===== src/rtl/vend_ctrl.sv =====
`default_nettype none
// ============================================================================
// Module   : vend_ctrl
// Purpose  : Vending transaction controller. Accepts coins (1, 2, 5), tracks
//            credit, checks a product selection against a price table, drives
//            the item dispenser and then pays change or a refund one coin at a
//            time, largest coin first.
// Ports    : clk, rst (async, active low)
//            coin_valid/coin      - coin acceptor strobe and value code
//            sel_valid/sel        - keypad selection strobe and product index
//            cancel               - refund request
//            vend_valid/vend_item/vend_ready - item dispenser handshake
//            chg_valid/chg_coin/chg_ready    - coin dispenser handshake
//            credit               - current credit
//            coin_reject/sel_short- one-cycle refusal pulses
//            busy                 - dispensing an item or paying coins
// Revision : 1.0 - initial release
// ============================================================================
module vend_ctrl #(
   parameter int PRICE0     = 5,
   parameter int PRICE1     = 6,
   parameter int PRICE2     = 7,
   parameter int PRICE3     = 9,
   parameter int CREDIT_W   = 5,
   parameter int MAX_CREDIT = 20,
   parameter int TIMEOUT    = 200
) (
   input  logic                clk,
   input  logic                rst,
   input  logic                coin_valid,
   input  logic [2:0]          coin,
   input  logic                sel_valid,
   input  logic [1:0]          sel,
   input  logic                cancel,
   input  logic                vend_ready,
   input  logic                chg_ready,
   output logic                vend_valid,
   output logic [1:0]          vend_item,
   output logic                chg_valid,
   output logic [2:0]          chg_coin,
   output logic [CREDIT_W-1:0] credit,
   output logic                coin_reject,
   output logic                sel_short,
   output logic                busy
);

   localparam int TMO_W = $clog2(TIMEOUT + 1);

   typedef enum logic [1:0] {
      S_IDLE    = 2'd0,
      S_COLLECT = 2'd1,
      S_VEND    = 2'd2,
      S_CHANGE  = 2'd3
   } state_t;

   // Coin code to value; zero marks an invalid code.
   function automatic logic [CREDIT_W-1:0] coin_value(input logic [2:0] c);
      case (c)
         3'b001:  return CREDIT_W'(1);
         3'b010:  return CREDIT_W'(2);
         3'b101:  return CREDIT_W'(5);
         default: return '0;
      endcase
   endfunction

   function automatic logic [CREDIT_W-1:0] price_of(input logic [1:0] s);
      case (s)
         2'd0:    return CREDIT_W'(PRICE0);
         2'd1:    return CREDIT_W'(PRICE1);
         2'd2:    return CREDIT_W'(PRICE2);
         default: return CREDIT_W'(PRICE3);
      endcase
   endfunction

   // Largest coin not exceeding the remaining credit.
   function automatic logic [2:0] greedy_coin(input logic [CREDIT_W-1:0] cr);
      if (cr >= CREDIT_W'(5))      return 3'b101;
      else if (cr >= CREDIT_W'(2)) return 3'b010;
      else                         return 3'b001;
   endfunction

   state_t              state_q, state_d;
   logic [CREDIT_W-1:0] credit_q, credit_d;
   logic [TMO_W-1:0]    tmo_q, tmo_d;
   logic [1:0]          vend_item_q, vend_item_d;
   logic                vend_valid_q, vend_valid_d;
   logic                chg_valid_q, chg_valid_d;
   logic [2:0]          chg_coin_q, chg_coin_d;
   logic                coin_reject_q, coin_reject_d;
   logic                sel_short_q, sel_short_d;
   logic                busy_q, busy_d;

   logic [CREDIT_W-1:0] coin_val;
   logic [CREDIT_W:0]   coin_sum;
   logic                coin_fits;
   logic [CREDIT_W-1:0] sel_price;
   logic [2:0]          pay_coin;

   // One extra bit on the sum so an over-limit coin cannot wrap into range.
   assign coin_val  = coin_value(coin);
   assign coin_sum  = {1'b0, credit_q} + {1'b0, coin_val};
   assign coin_fits = (coin_val != '0) && (coin_sum <= (CREDIT_W+1)'(MAX_CREDIT));
   assign sel_price = price_of(sel);
   assign pay_coin  = greedy_coin(credit_q);

   always_comb begin
      state_d       = state_q;
      credit_d      = credit_q;
      tmo_d         = '0;
      vend_item_d   = vend_item_q;
      coin_reject_d = 1'b0;
      sel_short_d   = 1'b0;

      case (state_q)
         S_IDLE: begin
            sel_short_d = sel_valid;
            if (coin_valid) begin
               if (coin_fits) begin
                  state_d  = S_COLLECT;
                  credit_d = coin_val;
               end else begin
                  coin_reject_d = 1'b1;
               end
            end
         end
         S_COLLECT: begin
            if (cancel) begin
               state_d       = S_CHANGE;
               coin_reject_d = coin_valid;
            end else if (sel_valid && (credit_q >= sel_price)) begin
               state_d       = S_VEND;
               credit_d      = credit_q - sel_price;
               vend_item_d   = sel;
               coin_reject_d = coin_valid;
            end else begin
               // A short selection still lets a same-cycle coin through.
               sel_short_d = sel_valid;
               if (coin_valid && coin_fits) begin
                  credit_d = coin_sum[CREDIT_W-1:0];
               end else begin
                  coin_reject_d = coin_valid;
                  if (tmo_q == TMO_W'(TIMEOUT - 1)) begin
                     state_d = S_CHANGE;
                  end else begin
                     tmo_d = tmo_q + 1'b1;
                  end
               end
            end
         end
         S_VEND: begin
            coin_reject_d = coin_valid;
            if (vend_ready) begin
               state_d = (credit_q != '0) ? S_CHANGE : S_IDLE;
            end
         end
         S_CHANGE: begin
            coin_reject_d = coin_valid;
            if (chg_ready) begin
               credit_d = credit_q - coin_value(pay_coin);
               if (credit_d == '0) begin
                  state_d = S_IDLE;
               end
            end
         end
         default: begin
            state_d = S_IDLE;
         end
      endcase

      // Handshake outputs follow the next state so they appear together with
      // the state change and the next change coin follows without a gap.
      vend_valid_d = (state_d == S_VEND);
      chg_valid_d  = (state_d == S_CHANGE);
      chg_coin_d   = chg_valid_d ? greedy_coin(credit_d) : 3'b000;
      busy_d       = vend_valid_d | chg_valid_d;
   end

   always_ff @(posedge clk or negedge rst) begin
      if (!rst) begin
         state_q       <= S_IDLE;
         credit_q      <= '0;
         tmo_q         <= '0;
         vend_item_q   <= 2'd0;
         vend_valid_q  <= 1'b0;
         chg_valid_q   <= 1'b0;
         chg_coin_q    <= 3'b000;
         coin_reject_q <= 1'b0;
         sel_short_q   <= 1'b0;
         busy_q        <= 1'b0;
      end else begin
         state_q       <= state_d;
         credit_q      <= credit_d;
         tmo_q         <= tmo_d;
         vend_item_q   <= vend_item_d;
         vend_valid_q  <= vend_valid_d;
         chg_valid_q   <= chg_valid_d;
         chg_coin_q    <= chg_coin_d;
         coin_reject_q <= coin_reject_d;
         sel_short_q   <= sel_short_d;
         busy_q        <= busy_d;
      end
   end

   assign vend_valid  = vend_valid_q;
   assign vend_item   = vend_item_q;
   assign chg_valid   = chg_valid_q;
   assign chg_coin    = chg_coin_q;
   assign credit      = credit_q;
   assign coin_reject = coin_reject_q;
   assign sel_short   = sel_short_q;
   assign busy        = busy_q;

endmodule
`default_nettype wire

===== config.mk =====
export PLATFORM = sky130hd
export DESIGN_NAME = vend_ctrl
export DESIGN_NICKNAME = d
export VERILOG_FILES = /design/src/rtl/vend_ctrl.sv
export SDC_FILE = /design/constraint.sdc
export NUM_CORES = 1
export LEC_CHECK = 0
export ABC_CLOCK_PERIOD_IN_PS = 10100
export BUFFER_PORTS_ARGS = -buffer_cell sky130_fd_sc_hd__buf_2
export CORE_UTILIZATION = 35
export DETAILED_ROUTE_END_ITERATION = 6
export RECOVER_POWER = 100
export SYNTH_ARGS = -nofsm -noshare
export SYNTH_HDL_FRONTEND = slang
export SYNTH_SLANG_ARGS = --single-unit

===== constraint.sdc =====
create_clock -name clk -period 10.1 [get_ports clk]
set_clock_uncertainty 0.2 [all_clocks]
set_input_delay 0.505 -clock clk [delete_from_list [all_inputs] [get_ports clk]]
set_output_delay 0.505 -clock clk [all_outputs]
set_load 0.03 [all_outputs]

# ---- Yosys cells after proc, flatten, opt, wreduce, memory -nomap -nowiden
# Cells that the tools add are included.
dict set report classes {
  n_addsub 4
  mul 0
  div 0
  magnitude_cmp 6
  n_eq_ne 14
  shift 0
  n_mux 42
  bitwise 2
  reduce_logical 10
}
# cell count
set op_table {}
lappend op_table {{$mux W5} 8}
lappend op_table {{$mux W8} 5}
lappend op_table {{$mux W2} 12}
lappend op_table {{$pmux W3 S3} 2}
lappend op_table {{$pmux W5 S3} 1}
lappend op_table {{$pmux W4 S3} 1}
lappend op_table {{$eq A2 B2 Y1 const B} 5}
lappend op_table {{$ge A5 B2 Y1 const B} 2}
lappend op_table {{$ge A5 B3 Y1 const B} 2}
lappend op_table {{$reduce_bool A5 Y1} 2}
lappend op_table {{$sub A5 B5 Y5} 2}
lappend op_table {{$mux W3} 3}
lappend op_table {{$add A8 B1 Y8 const B} 1}
lappend op_table {{$eq A8 B8 Y1 const B} 1}
lappend op_table {{$pmux W2 S4} 1}
lappend op_table {{$mux W1} 7}
lappend op_table {{$add A5 B5 Y6} 1}
lappend op_table {{$eq A3 B1 Y1 const B} 2}
lappend op_table {{$eq A3 B2 Y1 const B} 2}
lappend op_table {{$eq A3 B3 Y1 const B} 2}
lappend op_table {{$le A6 B5 Y1 const B} 1}
lappend op_table {{$ge A5 B5 Y1} 1}
lappend op_table {{$logic_not A5 Y1} 1}
lappend op_table {{$eq A2 B1 Y1 const B} 2}
lappend op_table {{other kinds (8)} 11}
dict set report totals {
  reg_bits 25
  latch_bits 0
  ram_bits 0
  mem_bits_ro 0
  input_bits 12
  out_inout_bits 15
  wordCells 88
  mem_count 0
}

# ---- Logic depth before layout (Yosys ltp)
# Gate-level depths: netlist of the first run.
dict set report logic_depth {
  depth_word 14
  mapped_depth 15
  depth_no_buf 15
}

# ---- Worst setup path before layout of the first run
# No wires, ideal clock.
dict set report synth_timing {
  kind {flip-flop to flip-flop}
  startpoint {register credit_q[1] (netlist: credit[1])}
  endpoint {register chg_coin_q[0] (netlist: chg_coin[0])}
  setup_ps 140
  arrival_time_ps 3222
  t_required_ps 9760
  setup_slack_ps 6538
  path_stages_with_launch 12
  n_path_buf 1
  period_less_slack_ps 3562
  cell_sequence {dfrtp_1 inv_1 fa_1 nand2b_1 or4_4 nand4_4 a21o_1 buf_4 mux2i_1 o32ai_4 nor4_1 a221oi_2}
}
dict set report synth_between {
  elab_chain_len 14
  word_cells_on_any_way 43
  cone_classes {add/sub: 3; order compare: 6; eq/ne: 4; mux: 25; reduce/logical: 5}
}
# item line_no
set synth_rtl {}
lappend synth_rtl {{start: declaration} 83} ;# logic [CREDIT_W-1:0] credit_q, credit_d;
lappend synth_rtl {{start signal: assignment} 192} ;# credit_q <= credit_d;
lappend synth_rtl {{$ge A5 B2 Y1} 78} ;# else if (cr >= CREDIT_W'(2)) return 3'b010;
lappend synth_rtl {{$mux W2} 78}
lappend synth_rtl {{$mux W3} 77} ;# if (cr >= CREDIT_W'(5)) return 3'b101;
lappend synth_rtl {{$eq A3 B3 Y1, or another cell as far along} 58} ;# case (c)
lappend synth_rtl {{$pmux W3 S3} 58}
lappend synth_rtl {{$mux W5} 158} ;# if (chg_ready) begin
lappend synth_rtl {{$mux W5} 114} ;# case (state_q)
lappend synth_rtl {{$sub A5 B5 Y5} 159} ;# credit_d = credit_q - coin_value(pay_coin);
lappend synth_rtl {{$mux W5} 158}
lappend synth_rtl {{$pmux W5 S3 (*)} 114}
lappend synth_rtl {{via credit_d[0]} 83}
lappend synth_rtl {{$ge A5 B2 Y1} 78}
lappend synth_rtl {{$mux W2} 78}
lappend synth_rtl {{$mux W3 (*)} 77}
lappend synth_rtl {{$mux W3 (*)} 174} ;# chg_coin_d = chg_valid_d ? greedy_coin(credit_d) : 3'b000;
lappend synth_rtl {{via chg_coin_d[0]} 88} ;# logic [2:0] chg_coin_q, chg_coin_d;
lappend synth_rtl {{end signal: assignment} 197} ;# chg_coin_q <= chg_coin_d;
lappend synth_rtl {{end: declaration} 88}
# The timed path passes the listed nets; every way through them passes the cells marked *. The select of a mux whose other input is x is not followed.
# A chain may end at the register's enable or synchronous reset.

# ---- Worst setup path in the final report of the first run
dict set report layout_timing {
  startpoint {register credit_q[1] (netlist: credit[1])}
  endpoint {register chg_coin_q[1] (netlist: chg_coin[1])}
}
# Same word-level chain as after synthesis.

==> results of run 1 <==
==> worst max-delay path by stage <==
stage	depth (start not counted)	startpoint	to	slack (ns)
floorplan	11	credit[1]	chg_coin[0]	6.54
detailed placement	13	coin[0]	chg_coin[0]	6.13
global placement	13	coin[0]	chg_coin[0]	6.33
global route	10	credit[1]	chg_coin[1]	5.28
finish	10	credit[1]	chg_coin[1]	5.53
CTS	10	credit[1]	chg_coin[0]	6.21
==> cells in the mapped netlist, types with 4 or more instances <==
cell type,instances,area [um2]
a211oi_1,5,37.54
a21o_1,6,45.04
a21oi_1,15,75.07
and2_1,6,37.54
clkbuf_1,5,18.77
dfrtp_1,25,625.6
ha_1,13,162.7
inv_1,22,82.58
nand2_1,13,48.80
nand2b_1,5,31.28
nand3_1,7,35.03
nor2_1,26,97.59
nor2b_1,6,37.54
nor3_1,6,30.03
o21ai_0,17,85.08
or3_1,4,25.02
xnor2_1,5,43.79
xor2_1,6,52.55
==> flip-flops by register name (all words and copies together) (netlist names) <==
signal / count
busy: 1
chg_coin: 3
chg_valid: 1
coin_reject: 1
credit: 5
sel_short: 1
state_q: 2
tmo_q: 8
vend_item: 2
vend_valid: 1
==> layer usage <==
metal / vias to the layer above / part of all wire (%) / track usage (%)
li1: 950 / - / -
met1: 916 / 49 / 25.03
met2: 41 / 46 / 28.99
met3: 4 / 4.0 / 2.135
met4: 0 / 0.99 / 3.214
met5: - / 0 / 0
==> per-stage QoR <==
step	std cells	instance area (um2)	utilization, %
2_1_floorplan	253	2176	-
3_3_place_gp	346	2361	39.64
3_5_place_dp	346	2361	39.64
4_1_cts	350	2407	40.42
5_1_grt	350	2301	38.63
6_report	350	2301	38.63
==> cell type report <==
class	instances	share of cell area, %
multi-input combinational	196	57.91
sequential	25	27.19
timing repair buffer	27	5.057
tap	75	4.078
inverter	23	3.752
clock buffer	3	1.794
clock inverter	1	0.2175
==> logic make-up (layout without fill, tap and decap cells) <==
logic type,after synthesis,in the layout,synth area share (%)
DFF,25,25,28.75
adders and majority gates,16,16,10.24
AOI/OAI and AO/OA,74,74,25.59
xor gates and xnor gates,12,12,5.175
muxes,4,4,2.185
buffers and inverters,32,54,6.095
and+or+nand+nor,90,90,21.97
==> power by group <==
group / total (mW) / leakage (nW) / internal [mW] / switching, mW
logic: 0.503 / 0.665 / 0.186 / 0.316
registers: 0.198 / 0.319 / 0.132 / 0.0656
clock network: 0.0569 / 0.0255 / 0.0275 / 0.0294
==> worst max-delay path, delay by kind of cell, from the launching register on <==
kind                     cells  cell delay, ns
adder cells (fa/ha/maj)      1            0.52
AND/OR/NAND/NOR              3            0.58
multiplexers                 1            0.39
flip-flops                   1            0.69
buffers and inverters        1            0.27
AO/OA/AOI/OAI                4            1.80
==> metrics.md, run 1 <==
| Metric | Value |
|---|---|
| PostCTS Resize Cnt | `0` |
| Final total power | `roughly 760 uW` |
| Residual antenna-violating net count after detailed routing | `0` |
| Flip-flop and latch count after synthesis | `25` |
| P_leak | `1.009 nW` |
| Worst setup SP type | `flip-flop` |
| Port Buf Inserts | `26` |
| First-pass DRT Iterations | `4` |
| Crit path setup slack, layout | `5.532 ns` |
| Total grt overflow | `0` |
| RSZ-0062 raised after global routing | `no` |
| Starting Density | `between 30% and 40%` |
| GRT Total Usage | `between 10% and 20%` |
| Final Critical Period | `4.568 ns` |
| Worst R2R Path Depth | `10` |
| Mapped Area | `0.002176 mm2` |
| Syn. warnings | `0` |
| Initial antenna violation count | `0` |
| Commonest non-fill, non-tap cells in the layout | `nor2_1 (26), dfrtp_1 (25), inv_1 (23), o21ai_0 (18)` |
| Hold Path Class | `flip-flop to flip-flop` |
| CTS buffer count | `3` |
| Max-cap viol count | `0` |
| Syn_nets | `281` |
| Drt drc | `0` |
| Antenna Cells | `0` |
| Final TNS setup | `0 ns` |
| Share of cells above drive strength 1 | `7.636%` |
| Measured slew at the worst slew-check pin | `1.290 ns` |
| Clock Latency Late Sink | `0.26 ns` |
| Hold_buf cts | `0` |
| Die H | `80.85 um` |
| Avg Inst Size Synth | `8.600 um2` |
| Clock sink count | `25` |
| R2r startpoint | `credit[1]` |
| Post-DR wirelength/cell | `15.33 um` |
| Final Wtd Congestion | `0.8498` |
| Fmax | `218.9 MHz` |
| Ys async rst share | `100.0%` |
| Setup WS pre-CTS | `6.134 ns` |
| Vias | `1911` |
| Max VDD drop | `0.1312 mV` |
| CTS tree | `built` |
| First-pass GRT wire length | `8942 um` |
| Post-CTS Setup Bufs | `0` |
| Core area | `0.005956 mm2` |
| Number of H-tree levels | `1` |
| Worst Path Arrival | `4.52 ns` |
| Worst stage delay on the critical path | `0.69 ns` |
| Vias in the first global route | `~1800` |
| Slew headroom | `14.01%` |
| Area of the multi-input gates | `0.001333 mm2` |
| Crit-path cells | `inv_1 > fa_1 > nand2b_1 > o311ai_0 > nand4_1 > a21oi_1 > mux2_1 > o32ai_1 > nor3_1 > o211a_1` |
| Post-synthesis cell count | `253` |
| CP Capture Type | `flip-flop` |
| FP Rows | `28` |
| I/O pin count | `27` |
| Clk pin slew, worst setup/hold paths | `0.08 ns` |
| Worst Hold Path EP | `tmo_q[0]` |
| Hold depth | `1` |
| Final Hold Viols | `0` |
| Hold WS | `0.2841 ns` |
| Total wire length | `5364 um` |
| DR vias/cell | `5.460` |
| Outcome | `complete, no violations` |
| Largest net degree at the start of global routing | `26` |
| CTS Root Buffer Type | `clkbuf_8` |
| Register-to-Register Setup Slack | `5.53 ns` |
| Initial DRC Count | `169` |
| Count of different cell masters after synthesis | `61` |
| Die width | `80.85 um` |
| Max stage delay cell, worst path | `dfrtp_1` |
| CP required | `10.06 ns` |
| Final nets | `304` |
| Most common cell after layout, fill and taps aside | `nor2_1` |
| Tcrit/Tclk final | `45.23%` |
| # fillers | `653` |
| CP Class | `flip-flop to flip-flop` |
| FF/Latch Area | `625.6 um2` |
| RR Endpoint | `chg_coin[1]` |
| Max Slew Vio Count | `0` |
| Hpwl dp | `4144 um` |
| Synth-to-Final Area Change | `5.751%` |
| Top FF cell, synth | `dfrtp_1` |
| Full die area | `0.006536 mm2` |
| Setup-failing EPs final | `0` |
| Pwr dens | `329.1 mW/mm2` |
| CTS Buffer Depth | `2` |
| CP max FO | `12` |
| Min-delay src | `tmo_q[0]` |
| EDFF count, synth | `0` |
| Sequential fraction of the synthesis area | `between 20% and 30%` |
Power figures use the tool's default switching activity.
==> run 2, diff against run 1 <==
ABC_CLOCK_PERIOD_IN_PS = 4500   (was 10100)
clock period = 4.5 ns   (was 10.1 ns; I/O delays follow)
==> run 2 against run 1 <==
Against the previous run: worst hold slack got worse by 0.26 ns; first-iteration DRC count increased by 59%; count of clock-buffer cells in the layout unchanged; utilization increased by 1.1 points; via count increased by 0.89%; final cell count increased by 0.57%; clock power increased by 140%; final area increased by 2.7%; critical path depth unchanged; power increased by 130%; global-route usage about the same; maximum frequency increased by 15%; critical endpoint unchanged; largest cell class unchanged; largest power group unchanged; highest routed layer unchanged.
==> metrics.md, run 2 (synthesis results as in run 1) <==
| Metric | Value |
|---|---|
| Buf/Inv on CP | `1` |
| Final Wtd Congestion | `0.9231` |
| CTS buffer count | `3` |
| Max Slew Vio Count | `0` |
| I/O pin count | `27` |
| Crit path setup slack, layout | `0.5169 ns` |
| RSZ-0062 raised after global routing | `no` |
| Drt drc | `0` |
| DR vias/cell | `5.477` |
| Hold WS | `between 0.02 and 0.025 ns` |
| Setup-failing EPs final | `0` |
| CP max FO | `12` |
| Instance count on the critical path | `10` |
| Setup WS pre-CTS | `0.7210 ns` |
| Crit path from | `credit[1]` |
| Tcrit/Tclk final | `88.51%` |
| Final nets | `306` |
| Register-to-Register Setup Slack | `just over 0.5 ns` |
| P_leak | `1.029 nW` |
| CP Capture Type | `flip-flop` |
| Total wire length | `5389 um` |
| Max-cap viol count | `0` |
| Commonest non-fill, non-tap cells in the layout | `nor2_1 (26), dfrtp_1 (25), inv_1 (23), o21ai_0 (19)` |
| First-pass DRT Iterations | `5` |
| Max VDD drop | `0.3140 mV` |
| Residual antenna-violating net count after detailed routing | `0` |
| Post-DR wirelength/cell | `15.31 um` |
| Max reg flops | `8` |
| GRT Total Usage | `roughly 18%` |
| Die H | `around 80 um` |
| Area of the multi-input gates | `between 0.001 and 0.0015 mm2` |
| # fillers | `634` |
| Min-delay src | `sel[1]` |
| FP Rows | `28` |
| Fmax | `251.1 MHz` |
| Clock sink count | `25` |
| Worst Path Arrival | `3.95 ns` |
| CTS Buffer Depth | `2` |
| Vias | `1928` |
| CTS Root Buffer Type | `clkbuf_8` |
| Die width | `slightly above 80 um` |
| Post-route insts no fill | `between 300 and 400` |
| R2r startpoint | `credit[1]` |
| CP required | `4.46 ns` |
| Hold Path Class | `input pin to flip-flop` |
| DP Cell Count | `347` |
| Largest net degree at the start of global routing | `26` |
| Final Hold Viols | `0` |
| Clk pin slew, worst setup/hold paths | `~0.090 ns` |
| Number of H-tree levels | `1` |
| Slew headroom | `13.87%` |
| Crit path to | `chg_coin[1]` |
| Synth-to-Final Area Change | `8.626%` |
| Full die area | `0.006536 mm2` |
| RR Endpoint | `chg_coin[1]` |
| CTS tree | `built` |
| Total grt overflow | `0` |
| Placed Area | `between 0.002 and 0.0025 mm2` |
| Most common cell after layout, fill and taps aside | `nor2_1` |
| PostCTS Resize Cnt | `0` |
| Clock Latency Late Sink | `0.27 ns` |
| Final TNS setup | `0 ns` |
| Measured slew at the worst slew-check pin | `1.292 ns` |
| Hold_buf cts | `1` |
| Delay-heaviest family, CP | `simple AND/OR/NAND/NOR gates` |
| Port Buf Inserts | `26` |
| Vias in the first global route | `1832` |
| Antenna Cells | `0` |
| Max stage delay cell, worst path | `dfrtp_1` |
| Reg with most FFs | `tmo_q` |
| Post-CTS Setup Bufs | `0` |
| FF/Latch Area | `around 630 um2` |
| Fin area | `about 0.0024 mm2` |
| Core area | `0.005956 mm2` |
| CP Class | `flip-flop to flip-flop` |
| Initial DRC Count | `approximately 270` |
| Worst R2R Path Depth | `10` |
| Pwr dens | `742.4 mW/mm2` |
| First-pass GRT wire length | `around 9000 um` |
| Final Critical Period | `3.983 ns` |
| Hpwl dp | `4112 um` |
| Initial antenna violation count | `0` |
| Worst setup SP type | `flip-flop` |
| Starting Density | `36.53%` |
| Share of cells above drive strength 1 | `9.747%` |
| Outcome | `complete, no violations` |
| Crit-path cells | `inv_1 > fa_1 > nand2b_1 > or4_1 > nand4_1 > a21oi_4 > mux2_1 > o32ai_1 > nor3_1 > o211a_1` |
| Worst stage delay on the critical path | `0.65 ns` |
-- run 2: where the power goes --
part	internal [mW]	total [mW]	switching (mW)
Sequential	0.296	0.430	0.134
Combinational	0.442	1.19	0.745
Clock	0.0648	0.138	0.0728
-- run 2: worst min-delay path by stage --
| stage | end | slack, ns | depth (start not counted) |
|---|---|---|---|
| floorplan | busy | -0.27 | 0 |
| global placement | busy | 0.05 | 1 |
| global route | vend_item[1] | 0.03 | 2 |
| CTS | vend_item[1] | 0.02 | 2 |
| finish | vend_item[1] | 0.02 | 2 |
| detailed placement | busy | 0.05 | 1 |
-- run 2: worst reg2reg max path, stage by stage, from the launching register on --
cell and delay, ns:
dfrtp_1 0.65, inv_1 0.23, fa_1 0.51, nand2b_1 0.20
or4_1 0.54, nand4_1 0.27, a21oi_4 0.09, mux2_1 0.36
o32ai_1 0.47, nor3_1 0.12, o211a_1 0.24
-- run 2: final cells by class --
type	count	area share, %
clock buffer	3	1.747
clock inverter	1	0.3706
inverter	23	3.653
multi-input combinational	196	58.07
sequential	25	26.47
tap	75	3.970
timing repair buffer	29	5.717
-- run 2: layer usage --
metal	part of all wire (%)	up-vias	track usage (%)
met1	48	903	25.40
met5	0	-	0
met4	1.0	0	3.571
li1	-	950	-
met2	46	65	28.40
met3	5.1	10	2.247
-- run 2: per-stage QoR --
step	utilization (%)	power [mW]
detailed placement	39.77	1.665
global route	39.68	1.921
global placement	39.77	1.667
finish	39.68	1.755
floorplan	-	1.367
CTS	40.78	1.813
==> run 3, diff against run 2 <==
BUFFER_PORTS_ARGS = not set   (was -buffer_cell sky130_fd_sc_hd__buf_2)
DONT_BUFFER_PORTS = 1   (was not set)
SKIP_LAST_GASP = 1   (was not set)
TNS_END_PERCENT = 5   (was not set)
==> run 3 against run 2 <==
Against the previous run: first-iteration DRC count is 45% lower; clock power shrank 4%; via count shrank 2.0%; worst setup slack better by 0.098 ns; register-to-register slack improved by 0.098 ns; die area is the same; final area is 0.64% lower; final cell count fell by 4.8%; critical path type unchanged; utilization fell by 0.25 points; sequential share of layout area grew 0.17 points; maximum frequency up 2.5%.
==> metrics.md, run 3 (synthesis results as in run 1) <==
| Metric | Value |
|---|---|
| CTS Buffer Depth | `2` |
| Clock sink count | `25` |
| CP most frequent cell | `a21o_1` |
| Reg with most FFs | `tmo_q` |
| Hpwl dp | `4149 um` |
| Setup-failing EPs final | `0` |
| Final TNS setup | `0 ns` |
| Worst Path Arrival | `3.82 ns` |
| CTS tree | `built` |
| Commonest non-fill, non-tap cells in the layout | `nor2_1 (26), dfrtp_1 (25), inv_1 (23), o21ai_0 (17), a21oi_1 (16)` |
| First-pass GRT wire length | `8963 um` |
| I/O pin count | `27` |
| Slew headroom | `10.98%` |
| Die H | `80.85 um` |
| Register-to-Register Setup Slack | `0.61 ns` |
| CTS Root Buffer Type | `clkbuf_8` |
| Full die area | `0.006536 mm2` |
| Hold depth | `3` |
| RR Endpoint | `chg_coin[0]` |
| Starting Density | `36.53%` |
| Total wire length | `5296 um` |
| Port Buf Inserts | `0` |
| Worst stage delay on the critical path | `0.59 ns` |
| Initial DRC Count | `149` |
| # fillers | `623` |
| Final Critical Period | `3.886 ns` |
| Most common cell after layout, fill and taps aside | `nor2_1` |
| Outcome | `complete, no violations` |
| CTS buffer count | `3` |
| R2r startpoint | `credit[1]` |
| First-pass DRT Iterations | `4` |
| Crit-path cells | `clkbuf_1 > ha_1 > a21o_1 > or4_1 > nand4_4 > a21o_1 > mux2i_1 > o32ai_4 > nor4_1 > a221oi_2` |
| Synth-to-Final Area Change | `7.935%` |
| Initial antenna violation count | `0` |
| Final nets | `289` |
| Setup WS pre-CTS | `0.9100 ns` |
| Clk pin slew, worst setup/hold paths | `0.08 ns` |
| PostCTS Resize Cnt | `0` |
| Share of cells above drive strength 1 | `under 10%` |
| Tcrit/Tclk final | `between 80% and 90%` |
| Final Hold Viols | `0` |
| Residual antenna-violating net count after detailed routing | `0` |
| CP max FO | `8` |
| Hold Path Class | `input pin to flip-flop` |
| Min-delay src | `cancel` |
| Max Slew Vio Count | `0` |
| Vias in the first global route | `1827` |
| Max reg flops | `8` |
| CP Capture Type | `flip-flop` |
| Die width | `just over 80 um` |
| FP Rows | `28` |
| Clock Latency Late Sink | `0.27 ns` |
| Max VDD drop | `between 0.3 and 0.4 mV` |
| Largest net degree at the start of global routing | `26` |
| Worst R2R Path Depth | `10` |
| Post-DR wirelength/cell | `15.81 um` |
| Worst Hold Path EP | `sel_short` |
| CP required | `between 4 and 5 ns` |
| Delay-heaviest family, CP | `simple AND/OR/NAND/NOR gates` |
| Fmax | `257.4 MHz` |
| Measured slew at the worst slew-check pin | `approximately 1.3 ns` |
| Pwr dens | `748.9 mW/mm2` |
| Max-cap viol count | `0` |
| Buf/Inv on CP | `1` |
| Total grt overflow | `0` |
| Max stage delay cell, worst path | `or4_1` |
| Post-CTS Setup Bufs | `0` |
| Worst setup SP type | `flip-flop` |
| Crit path setup slack, layout | `0.6144 ns` |
| Antenna Cells | `0` |
| DR vias/cell | `5.639` |
| GRT Total Usage | `between 10% and 20%` |
| Number of H-tree levels | `1` |
| Drt drc | `0` |
| P_leak | `0.9960 nW` |
| RSZ-0062 raised after global routing | `no` |
| CP Class | `flip-flop to flip-flop` |
| Final Wtd Congestion | `0.8870` |
| Core area | `0.005956 mm2` |
| Vias | `about 1900` |
-- run 3: cell types whose count changed in the layout (fill, tap and decap cells not counted), sizes merged --
cell         before  now
buf              12    2
clkbuf           19    8
clkinvlp          0    1
dlygate4sd3       1    5
inv              24   23
-- run 3: worst max path at each step --
stage,startpoint,end,slack (ns),cells after the start
2_1_floorplan,credit[1],chg_coin[0],0.94,11
3_3_place_gp,credit[0],chg_coin[0],1.01,12
3_5_place_dp,coin[0],chg_coin[0],0.91,12
4_1_cts,credit[0],chg_coin[0],0.91,12
5_1_grt,credit[1],chg_coin[1],0.35,15
6_report,credit[1],chg_coin[0],0.61,10
-- run 3: routing by layer --
metal	up-vias	GRT usage, %	share of wire, %
met5	-	0	0
met3	6	2.809	6.6
met1	895	25.57	47
li1	921	-	-
met2	67	27.06	45
met4	0	3.750	1.0
-- run 3: where the power goes --
part | total (mW) | internal [mW] | switching [mW]
clock network | 0.133 | 0.0627 | 0.0706
logic | 1.17 | 0.445 | 0.729
registers | 0.451 | 0.297 | 0.154
-- run 3: area by class of cell --
| class | instances | area [um2] | share of cell area (%) |
|---|---|---|---|
| repair buffers | 12 | 83.83 | 3.570 |
| well taps | 75 | 93.84 | 3.996 |
| clock inverters | 1 | 7.507 | 0.3197 |
| flip-flops and latches | 25 | 625.6 | 26.64 |
| inverters | 23 | 86.33 | 3.676 |
| clock buffers | 3 | 41.29 | 1.758 |
| multi-input cells | 196 | 1410 | 60.04 |
-- run 3: worst min-delay path, cell delays in order --
cell,delay [ns]
inv_1,0.05
o21ai_0,0.07
a211oi_1,0.09
-- run 3: repair_timing --
| action | 4_1_cts | 5_1_grt |
|---|---|---|
| endpoints found under the setup margin | 0 | 0 |
| hold buffers | 6 | 0 |
| hold endpoints to repair | 29 | 0 |
-- run 3: metrics by stage --
stage | utilization, % | area (um2) | power, mW | hold slack [ns] | instances
after floorplan | - | 2176 | 1.367 | -0.2706 | 253
after global placement | 38.09 | 2268 | 1.642 | -0.2702 | 325
after detailed placement | 38.09 | 2268 | 1.636 | -0.2701 | 325
after CTS | 40.08 | 2387 | 1.792 | 0.02582 | 335
after global routing | 39.43 | 2349 | 1.926 | 0.05606 | 335
final | 39.43 | 2349 | 1.759 | 0.03015 | 335
